## config.mk

```make
export PLATFORM = sky130hd
export DESIGN_NAME = alu_result_tx
export DESIGN_NICKNAME = d
export VERILOG_FILES = /design/src/rtl/alu_pkg.sv /design/src/rtl/alu_baud_tick.sv /design/src/rtl/alu_result_tx.sv
export SDC_FILE = /design/constraint.sdc
export NUM_CORES = 1
export LEC_CHECK = 0
export ABC_AREA = 1
export CORE_MARGIN = 5
export CORE_UTILIZATION = 45
export DETAILED_ROUTE_END_ITERATION = 8
export HOLD_SLACK_MARGIN = 0.02
export PLACE_DENSITY_LB_ADDON = 0.25
export SLEW_MARGIN = 10
export SYNTH_ARGS = -nofsm -noshare
export SYNTH_HDL_FRONTEND = slang
export SYNTH_HIERARCHICAL = 1
export SYNTH_SLANG_ARGS = --single-unit
```

## constraint.sdc

```tcl
create_clock -name clk -period 1.6 [get_ports clk]
set_input_delay 0.32 -clock clk [delete_from_list [all_inputs] [get_ports clk]]
set_output_delay 0.32 -clock clk [all_outputs]
set_load 0.01 [all_outputs]
```

## src/rtl/alu_pkg.sv

```systemverilog
// alu_pkg: shared types and constants for the ALU result transmitter.
// The optional parity feature is selected by the ALU_TX_PARITY_EN macro.
package alu_pkg;

    typedef enum logic [2:0] {
        IDLE,
        START,
        DATA,
        PARITY,
        STOP
    } tx_state_t;

    localparam logic [4:0] ALU_TX_HDR_TAG   = 5'b10100;
    localparam int         ALU_TX_DATA_BITS = 8;
    localparam int         ALU_SEL_W        = 3;

    // Header byte: fixed tag in the upper bits, ALU select in the lower bits.
    function automatic logic [7:0] hdr_byte(input logic [ALU_SEL_W-1:0] sel);
        return {ALU_TX_HDR_TAG, sel};
    endfunction

endpackage

```

## src/rtl/alu_baud_tick.sv

```systemverilog
// alu_baud_tick: bit-time counter. Counts 0..CLKS_PER_BIT-1 and emits a
// one-cycle tick on the last count. restart holds the count at zero so a
// new bit always starts with a full bit time.
module alu_baud_tick #(
    parameter int CLKS_PER_BIT = 16
) (
    input  logic clk,
    input  logic rst,
    input  logic restart,
    output logic tick
);

    localparam int CW = (CLKS_PER_BIT > 1) ? $clog2(CLKS_PER_BIT) : 1;

    logic [CW-1:0] cnt;

    assign tick = !restart && (cnt == CW'(CLKS_PER_BIT - 1));

    // Bit-time counter: wraps on tick, cleared while restarting.
    always_ff @(posedge clk or posedge rst) begin
        if (rst) begin
            cnt <= '0;
        end else if (restart || tick) begin
            cnt <= '0;
        end else begin
            cnt <= cnt + 1'b1;
        end
    end

endmodule

```

## src/rtl/alu_result_tx.sv

```systemverilog
// alu_result_tx: sends an ALU select/result pair as a two-byte serial frame
// (header {tag, sel} then result), each byte start/8 data LSB-first/stop.
// Define ALU_TX_PARITY_EN to insert an even-parity bit before each stop bit.
//
// state  | meaning
// IDLE   | line high, ready for a new request
// START  | start bit (0)
// DATA   | data bits, LSB first from the shift register
// PARITY | even parity of the current byte (parity build only)
// STOP   | stop bit (1); then next byte or back to IDLE
import alu_pkg::*;

module alu_result_tx #(
    parameter int CLKS_PER_BIT = 16
) (
    input  logic                 clk,
    input  logic                 rst,
    input  logic [7:0]           y_in,
    input  logic [ALU_SEL_W-1:0] sel_in,
    input  logic                 valid,
    output logic                 ready,
    output logic                 tx,
    output logic                 busy,
    output logic                 done
);

    tx_state_t  state;
    logic [7:0] shift;
    logic [7:0] result_q;
    logic [2:0] bit_idx;
    logic       byte_idx;
    logic       tick;
`ifdef ALU_TX_PARITY_EN
    logic       par;
`endif

    assign ready = (state == IDLE);
    assign busy  = !ready;

    alu_baud_tick #(
        .CLKS_PER_BIT(CLKS_PER_BIT)
    ) u_baud (
        .clk     (clk),
        .rst     (rst),
        .restart (state == IDLE),
        .tick    (tick)
    );

    // Frame sequencer; tx is loaded with the value of the state being entered.
    always_ff @(posedge clk or posedge rst) begin
        if (rst) begin
            state    <= IDLE;
            shift    <= '0;
            result_q <= '0;
            bit_idx  <= '0;
            byte_idx <= 1'b0;
            tx       <= 1'b1;
            done     <= 1'b0;
`ifdef ALU_TX_PARITY_EN
            par      <= 1'b0;
`endif
        end else begin
            done <= 1'b0;
            case (state)
                IDLE: begin
                    tx <= 1'b1;
                    if (valid) begin
                        shift    <= hdr_byte(sel_in);
                        result_q <= y_in;
                        byte_idx <= 1'b0;
                        tx       <= 1'b0;
                        state    <= START;
`ifdef ALU_TX_PARITY_EN
                        par      <= 1'b0;
`endif
                    end
                end
                START: begin
                    if (tick) begin
                        bit_idx <= '0;
                        tx      <= shift[0];
                        state   <= DATA;
                    end
                end
                DATA: begin
                    if (tick) begin
`ifdef ALU_TX_PARITY_EN
                        par <= par ^ shift[0];
`endif
                        if (bit_idx == 3'(ALU_TX_DATA_BITS - 1)) begin
`ifdef ALU_TX_PARITY_EN
                            tx    <= par ^ shift[0];
                            state <= PARITY;
`else
                            tx    <= 1'b1;
                            state <= STOP;
`endif
                        end else begin
                            shift   <= shift >> 1;
                            bit_idx <= bit_idx + 3'd1;
                            tx      <= shift[1];
                        end
                    end
                end
`ifdef ALU_TX_PARITY_EN
                PARITY: begin
                    if (tick) begin
                        tx    <= 1'b1;
                        state <= STOP;
                    end
                end
`endif
                STOP: begin
                    if (tick) begin
                        if (!byte_idx) begin
                            shift    <= result_q;
                            byte_idx <= 1'b1;
                            tx       <= 1'b0;
                            state    <= START;
`ifdef ALU_TX_PARITY_EN
                            par      <= 1'b0;
`endif
                        end else begin
                            tx    <= 1'b1;
                            done  <= 1'b1;
                            state <= IDLE;
                        end
                    end
                end
                default: begin
                    tx    <= 1'b1;
                    state <= IDLE;
                end
            endcase
        end
    end

endmodule

```

# After elaboration in Yosys (flattened, before gate mapping)
# Index checks and enable logic that the tools add are counted.
[totals] ff_bits=29 input_bits=14 out_inout_bits=4 word_cells=65
[classes] add_sub_neg=2 eq_ne=12 mux=30 reduce_logical=13
[op_table] op="8-bit 2-to-1 mux" count=5
[op_table] op="3-bit 2-to-1 mux" count=8
[op_table] op="8-bit case mux with 3 select lines" count=1
[op_table] op="3-bit case mux with 4 select lines" count=1
[op_table] op="1-bit 2-to-1 mux" count=11
[op_table] op="2-bit inequality test, second input constant" count=4
[op_table] op="3-bit == test, second input constant" count=2
[op_table] op="2-bit by 1-bit inequality test with 1-bit output, second input constant" count=3
[op_table] op="3-bit case mux with 2 select lines" count=1
[op_table] op="3-bit AND reduction" count=2
[op_table] op="6-bit AND reduction" count=1
[op_table] op="5-bit AND reduction" count=1
[op_table] op="4-bit by 1-bit adder with 4-bit output, second input constant" count=1
[op_table] op="4-bit == test, second input constant" count=1
[op_table] op="4-bit 2-to-1 mux" count=1
[op_table] op="1-bit case mux with 4 select lines" count=1
[op_table] op="4-bit AND reduction" count=1
[op_table] op="2-bit nonzero test" count=2
[op_table] op="3-bit by 1-bit adder with 3-bit output, second input constant" count=1
[op_table] op="3-bit by 1-bit == test with 1-bit output, second input constant" count=1
[op_table] op="3-bit by 2-bit == test with 1-bit output, second input constant" count=1
[op_table] op="3-bit logical NOT" count=1
[op_table] op="3-bit nonzero test" count=1
[op_table] op="1-bit case mux with 2 select lines" count=1
[op_table] op="other kinds (4)" count=4

# Depth between registers and ports, before layout
# Gate-level depths: netlist of the first run.
[depth] ltp_word=5 ltp_mapped=11 mapped_depth_nobuf=10

# By module
# The synthesis of the first run kept the hierarchy.
[by_module_without_submodules] mod="alu_result_tx" n_inst=1 cells_each=176 area_per_inst_um2=1392.6 seq_area_each_um2=626.9
[by_module_without_submodules] mod="alu_baud_tick" n_inst=1 cells_each=20 area_per_inst_um2=197.7 seq_area_each_um2=100.1

# Least setup slack after synthesis of the first run
# OpenSTA, ideal clock, no wires.
[synth_timing] path_type="register -> register" from="reg state[2]" to="reg shift[0]" setup_ps=65 arrival_ps=1794 required_ps=1535 path_slack_ps=-259 path_stages_with_launch=11 path_buffers=0 period_less_slack_ps=1859 path_cell_list="dfrtp_1 -> inv_2 -> nand2_2 -> inv_1 -> nor3_1 -> inv_1 -> nand3_1 -> nand2_4 -> nor2_8 -> nand3_1 -> nand2_1"
[synth_between] elab_chain_len=5 word_cells_on_any_way=13 classes_between="7 x eq/ne; 1 x mux; 5 x reduce/logical"
[synth_lines] item="start, declared" line="alu_result_tx.sv:27" source="tx_state_t state;"
[synth_lines] item="start signal, assigned" line="alu_result_tx.sv:52" source="state <= IDLE;"
[synth_lines] item="start signal, assigned" line="alu_result_tx.sv:72" source="state <= START;"
[synth_lines] item="start signal, assigned" line="alu_result_tx.sv:82" source="state <= DATA;"
[synth_lines] item="3-bit logical NOT (*)"
[synth_lines] item="1-bit logical NOT (*)"
[synth_lines] item="net busy" line="alu_result_tx.sv:23" source="output logic busy,"
[synth_lines] item="1-bit logical AND (*)" line="alu_baud_tick.sv:17" source="assign tick = !restart && (cnt == CW'(CLKS_PER_BIT - 1));"
[synth_lines] item="net tick" line="alu_result_tx.sv:32" source="logic tick;"
[synth_lines] item="2-bit by 1-bit inequality test with 1-bit output (no line)"
[synth_lines] item="6-bit AND reduction (no line) (*)"
[synth_lines] item="end signal, assigned" line="alu_result_tx.sv:68" source="shift <= hdr_byte(sel_in);"
[synth_lines] item="end signal, assigned" line="alu_result_tx.sv:99" source="shift <= shift >> 1;"
[synth_lines] item="end signal, assigned" line="alu_result_tx.sv:116" source="shift <= result_q;"
[synth_lines] item="end, declared" line="alu_result_tx.sv:28" source="logic [7:0] shift;"
# The timed path passes the listed nets; every way through them passes the cells marked *.
# A chain may end at the register's enable or synchronous reset.

# Final worst setup path of the first run
[layout_timing] from="reg state[0]" to="out busy"
[layout_between] elab_chain_len=2
[layout_lines] item="3-bit logical NOT" line="alu_result_tx.sv:37" source="assign ready = (state == IDLE);"
[layout_lines] item="1-bit logical NOT" line="alu_result_tx.sv:38" source="assign busy = !ready;"
[layout_lines] item="end, declared" line="alu_result_tx.sv:23"
# No other way between the ends.

==> results list, run 1 <==
* Actual slew at the worst max-slew pin: 295 ps
- Synth top area cells: sky130_fd_sc_hd__dfrtp_1 (44%), sky130_fd_sc_hd__nand2_1 (15%), sky130_fd_sc_hd__nand3_1 (10%), sky130_fd_sc_hd__inv_1 (4.2%), sky130_fd_sc_hd__o21ai_0 (2.5%)
* Endpoint of the lowest-slack register-to-register path: shift[7]
* Post-synth design cell area: 0.00159 mm2
* Slew headroom: 80.3%
* Fraction of layout cells with a size suffix above 1: 22.2%
- Number of filler cells placed in the layout: 302
- Entering global routing, the biggest net connects 21 pins.
- The via count of the first global-routing pass is 1,338.
- Status: complete, no violations
* Area Growth Syn to Fin: 25.9%
- Critical Setup Path Class: reg -> out
- The detail route stage leaves a number of antenna-violating nets equal to 0.
* Final count of negative-setup-slack endpoints: 0
- Slew Limit Fails: 0
- Routed length per instance: 12.3 um
- Die Span Y: 69.4 um
- The first global-routing pass estimated 5.91 mm of wire.
- The routed layout has 1,353 vias.
* #FFs+latches synth: 29
- 0 antenna diodes ended up in the layout.
* Yosys synthesis warning count: 6
* Worst reg2reg path depth: 8
* Sum of routed wire length over all layers: 3.39 mm
- The region available for standard cell placement spans 0.00339 mm2.
* Maximum ir drop on the vdd rail: 892 uV
* Skew-Pair Late Insertion Delay: 330 ps
* GRT Residual Overflow: 0
* Die footprint: 0.00482 mm2
* Global placement routability congestion: 0.825
* Clock sinks: 29
- DR iter-0 viols: 90
- Average via count per standard cell: 4.90
- Reg area: 728 um2
- Summing all multi-input logic gate instances after layout gives 795 um2.
- After technology mapping, the gate count stands at 196.
* Arr. time, crit path: 1190 ps
- Buffer cell driving the clock tree root: sky130_fd_sc_hd__clkbuf_4
- TritonCTS buffer count: 5
- The initial utilization of the core area, before any placement, comes to 46.9%.
* Mean cell area of the mapped netlist: 8.11 um2
- After layout, the worst setup slack is 87.6 ps.
* Period minus WS final: 1510 ps
* I/O pin count: 18
* Number of nets in the layout: 247
- Worst Path Required: 1280 ps
* Share of the synthesized area in the top cell type: 44.1%
* Detail Placement HPWL: 2.58 mm
* Worst min-delay path class: in -> async
- The number of antenna violations at the first check in global routing is 0.
- Across all hold checks on the routed design, the worst slack comes to 211 ps.
- Final cycle utilization of the critical path: 94.5%
- In this run the horizontal extent of the chip is 69.4 um.
- Kind of end point of the critical path: output pin
- Clock transition at path regs: 90 ps
- The floorplan has 21 rows.
- First-pass iteration count of the detailed router: 5
- Final instance area: 0.00200 mm2
* Area after DPL: 0.00191 mm2
- Largest buffer count on any clock path: 2
- Final setup skew: 8.43 ps
- Maximum Capacitance Violations: 0
- Port buffer count: 17
* TritonCTS clock tree: yes
* Power density over the cells: 1800 mW/mm2
* Highest clock rate: 661 MHz
- At the end of the flow the core is filled with cells to 59.1%.
* CP max FO: 3
- FF-to-FF Start: bit_idx[0]
* Final hold viol count: 0
- The analysis attributes to cell leakage a power of 0.00103 uW.
- In the routed design, unresolved DRC markers number 0.
- After routing, the total negative slack on setup checks comes to 0 ps.
- The setup check on the worst reg-to-reg path leaves a slack of 120 ps.
- GRT Util Overall: 15.5%
- Cell accounting for the most synthesized area: sky130_fd_sc_hd__dfrtp_1
* Minimum setup slack after placement: 62.4 ps
* Startpoint Class: flip-flop
- Sequential cell area fraction in the yosys report: 45.7%
- H-tree depth: 2
* Post-synthesis cell type count: 27
- Post-synth net total: 213
metrics by stage:
step | power, uW | cells
6_report | 3600 | 276
5_1_grt | 3950 | 276
4_1_cts | 3560 | 275
3_5_place_dp | 3130 | 268
3_3_place_gp | 3100 | 268
2_1_floorplan | 2570 | 196
layer usage:
metal	track usage [%]	share of wire, %
met1	19.9	47
met2	23.9	47
met3	4.49	4.6
met4	7.38	2.2
met5	0	0
layout by cell type (no fill, tap or decap), types with 2 or more instances in the layout:
master and count:
sky130_fd_sc_hd__nand3_4 2, sky130_fd_sc_hd__nand3_1 31, sky130_fd_sc_hd__nand2_2 5, sky130_fd_sc_hd__nand2_4 5, sky130_fd_sc_hd__ha_1 2, sky130_fd_sc_hd__dfrtp_1 27
sky130_fd_sc_hd__clkdlybuf4s50_1 14, sky130_fd_sc_hd__inv_2 5, sky130_fd_sc_hd__o21ai_1 2, sky130_fd_sc_hd__buf_4 12, sky130_fd_sc_hd__nor2_4 2, sky130_fd_sc_hd__nand3_2 3
sky130_fd_sc_hd__nand2_1 63, sky130_fd_sc_hd__o21ai_0 7, sky130_fd_sc_hd__nor2_1 7, sky130_fd_sc_hd__clkbuf_4 5, sky130_fd_sc_hd__nand4_1 3, sky130_fd_sc_hd__inv_1 15
cell families after synthesis:
family,share of synthesized area (%)
and+or+nand+nor,39.8
adders and majority gates,2.36
muxes,0.629
buffers and inverters,7.08
DFF,45.7
AOI/OAI and AO/OA,4.41
repair_timing:
item | in CTS | in global routing
buffers inserted | 0 | 1
pin swaps | 0 | 4
hold buffers | 0 | 0
setup endpoints to repair | 3 | 13
gates resized for setup | 5 | 12
synth_stat cells, drive strengths merged:
cell,instances
nor2,11
nand4,3
nand3,36
o21bai,1
nand3b,1
inv,21
mux2i,1
nor3,2
dfstp,1
ha,3
dfrtp,28
buf,3
o22ai,1
nor3b,1
clkbuf,1
nand2,73
o21ai,9
area by class of cell:
| cell class | instances | area share (%) |
|---|---|---|
| repair buffers | 31 | 14.3 |
| multi-input cells | 142 | 39.7 |
| inverters | 21 | 4.06 |
| flip-flops and latches | 29 | 36.4 |
| well taps | 46 | 2.88 |
| clock buffers | 7 | 2.75 |
registers in the layout, summed over array words and instances, names as in the netlist:
| signal | flops |
|---|---|
| bit_idx | 3 |
| byte_idx | 1 |
| done | 1 |
| result_q | 8 |
| shift | 8 |
| state | 3 |
| tx | 1 |
| u_baud/cnt | 4 |
critical path: stages, from the launching register on:
cell	delay, ps
sky130_fd_sc_hd__dfrtp_1	420
sky130_fd_sc_hd__nor2_4	150
sky130_fd_sc_hd__nand2_4	70
sky130_fd_sc_hd__clkdlybuf4s15_1	230
worst max path at each step:
stage                to  slack (ps)       start
2_1_floorplan  shift[0]          20    state[1]
6_report           busy          90    state[0]
3_5_place_dp      ready          60    state[1]
3_3_place_gp      ready          90    state[1]
4_1_cts           ready          10    state[1]
5_1_grt        shift[7]         -20  bit_idx[0]
power breakdown:
group	internal, uW	switching [uW]	total [uW]
logic	781	1180	1960
clock network	207	248	455
registers	1020	164	1190
total	2010	1590	3600
(Power assumes the default switching activity.)
==> run 2: changes to the inputs <==
Settings changed: PLACE_DENSITY set to 0.69, PLACE_DENSITY_LB_ADDON 0.25 to not set.
==> run 2 against run 1 <==
Against the previous run:
- core utilization stayed put
- critical path depth is 2 lower
- sequential power hardly changed
- sequential share of layout area stayed put
- die area stayed put
- power is 0.83% lower
==> results list, run 2 (synthesized netlist as in run 1, its figures left out) <==
* Status: complete, no violations
- Leaving out fill and tap cells, the most frequent cell in the layout is sky130_fd_sc_hd__nand2_1.
- The clock tree synthesis step divided the H-tree into 2 levels.
- After floorplanning, the core was sized to cover 0.00339 mm2.
- The floorplan has 21 rows.
* Average via count per standard cell: 4.85
- Hold is met by 208 ps.
- The first global-routing pass estimated 5.93 mm of wire.
- In this run the static leakage power is 0.00104 uW.
- Number of filler cells placed in the layout: 305
* Maximum Capacitance Violations: 0
* Buffer cell driving the clock tree root: sky130_fd_sc_hd__clkbuf_4
- At the worst endpoint, the required time is 1280 ps.
- Skew-Pair Late Insertion Delay: 330 ps
- Maximum ir drop on the vdd rail: 1100 uV
* Effective utilization at floorplan: 46.9%
- In the global route stage, overall resource usage came out at 15.3%.
- Die Span Y: 69.4 um
* Clock sinks: 29
* DRC errors left: 0
- Port buffer count: 17
- Counting both buffers and inverters, the worst setup path holds a total of 1.
* Largest registers ranked by flip-flop count: result_q (8), shift (8), u_baud/cnt (4)
- In this design, the stage delay of the slowest critical-path cell is 530 ps.
* Slew Limit Fails: 0
- Counting the buffers created by CTS gives 5.
- Sum of routed wire length over all layers: 3.41 mm
- GRT Residual Overflow: 0
* Final cycle utilization of the critical path: 94.1%
* Slew headroom: 82.8%
- The congestion estimate from routability-driven global placement came to 0.841.
* Number of hold-repair buffers added at the cts stage: 0
- TritonCTS clock tree: yes
* Largest net degree at the start of global routing: 26
* Inserted Diodes: 0
- In the final routing, the length of wire on met1 measures 1.65 mm.
- CP max FO: 1
- The die covers 0.00482 mm2.
- Worst min-delay path class: in -> async
* Final ANT Viol Nets: 0
* Final hold viol count: 0
* Final count of negative-setup-slack endpoints: 0
- Largest buffer count on any clock path: 2
- Standard cell with the maximum stage delay on the critical path: sky130_fd_sc_hd__clkdlybuf4s50_1
- The first detailed-routing pass took 4 iterations.
- Series of cell instances along the critical path: clkdlybuf4s50_1
- Period minus WS final: 1510 ps
- The routed design uses 183 um of met3 wire.
- Cell family contributing the most delay on the critical path: buffers and inverters
- Signal routing reaches up to met4.
- Power density over the cells: 1780 mW/mm2
* I/O pin count: 18
* Actual slew at the worst max-slew pin: 256 ps
- Startpoint Class: flip-flop
- In the layout the commonest cells are sky130_fd_sc_hd__nand2_1 (64), sky130_fd_sc_hd__nand3_1 (31), sky130_fd_sc_hd__dfrtp_1 (27), sky130_fd_sc_hd__inv_1 (16), sky130_fd_sc_hd__buf_4 (15).
* Area after DPL: 0.00191 mm2
- After detailed routing, the average wire length per cell comes to 12.3 um.
- Vias: 1,347
* Antenna violations before repair: 0
* Wire length on met2: 1.52 mm
- Detail Placement HPWL: 2.48 mm
* DR iter-0 viols: 76
- Number of nets in the layout: 249
- By startpoint and endpoint, the worst setup path is classified as reg -> out.
- Clock transition at path regs: 80 ps
- Die boundary width: 69.4 um
- The via count of the first global-routing pass was 1,292.
- Final setup skew: 10.9 ps
- Data arrives at the worst endpoint at 1190 ps.
- From synthesis to final layout, the design area changed by 25.9%.
- The worst setup path is captured at an output pin.
- Once layout is done, the placed cells without fillers occupy 0.00200 mm2.
- Of the cells placed in the final design, the portion with a size suffix greater than 1 is 22.4%.
- Timing would allow up to 664 MHz.
run 2: what timing repair did:
item / 4_1_cts / 5_1_grt
hold endpoints to repair: 0 / 0
pin swaps: 0 / 4
resized for setup: 4 / 10
buffers inserted: 0 / 3
setup endpoints to repair: 3 / 14
run 2: cell type report:
cell class	count	area, um2	share of cell area (%)
Clock buffer	6	41.3	2.06
Inverter	21	81.3	4.06
Sequential cell	29	728	36.4
Tap cell	46	57.6	2.88
Multi-Input combinational cell	142	797	39.8
Timing Repair Buffer	33	292	14.6
Clock inverter	1	5.00	0.250
run 2: layer usage:
layer  GRT usage, %  vias up
li1               -      705
met1           20.8      606
met2           23.2       31
met3           5.07        5
met4           4.56        0
met5              0        -
run 2: power by group:
| group | internal (uW) | total (uW) | leakage [uW] | switching (uW) |
|---|---|---|---|---|
| clock | 161 | 404 | 0.0000281 | 242 |
| combinational | 789 | 1950 | 0.000641 | 1160 |
| sequential | 1020 | 1210 | 0.000370 | 190 |
run 2: path summary, 6_finish.rpt:
check | slack, ps | startpoint | cells after the start | endpoint
worst min register to register | 480 | result_q[4] | 2 | result_q[4]
min in group clk | 480 | result_q[4] | 2 | result_q[4]
worst min-delay path | 210 | rst | 2 | u_baud/cnt[0]
max in group asynchronous | 1020 | rst | 3 | tx
worst max-delay path | 90 | done | 1 | done
worst max register to register | 120 | u_baud/cnt[1] | 9 | shift[6]
run 2: metrics by stage:
step                      total power [uW]  setup WS (ps)  setup TNS, ps  instances  utilization, %
after floorplan                       2570           18.5              0        196               -
final                                 3570           94.0              0        278            59.1
after detailed placement              3120           65.4              0        268            56.5
after global routing                  3930          -20.5          -41.6        278            59.1
after CTS                             3500           5.68              0        275            57.8
after global placement                3090           86.9              0        268            56.5
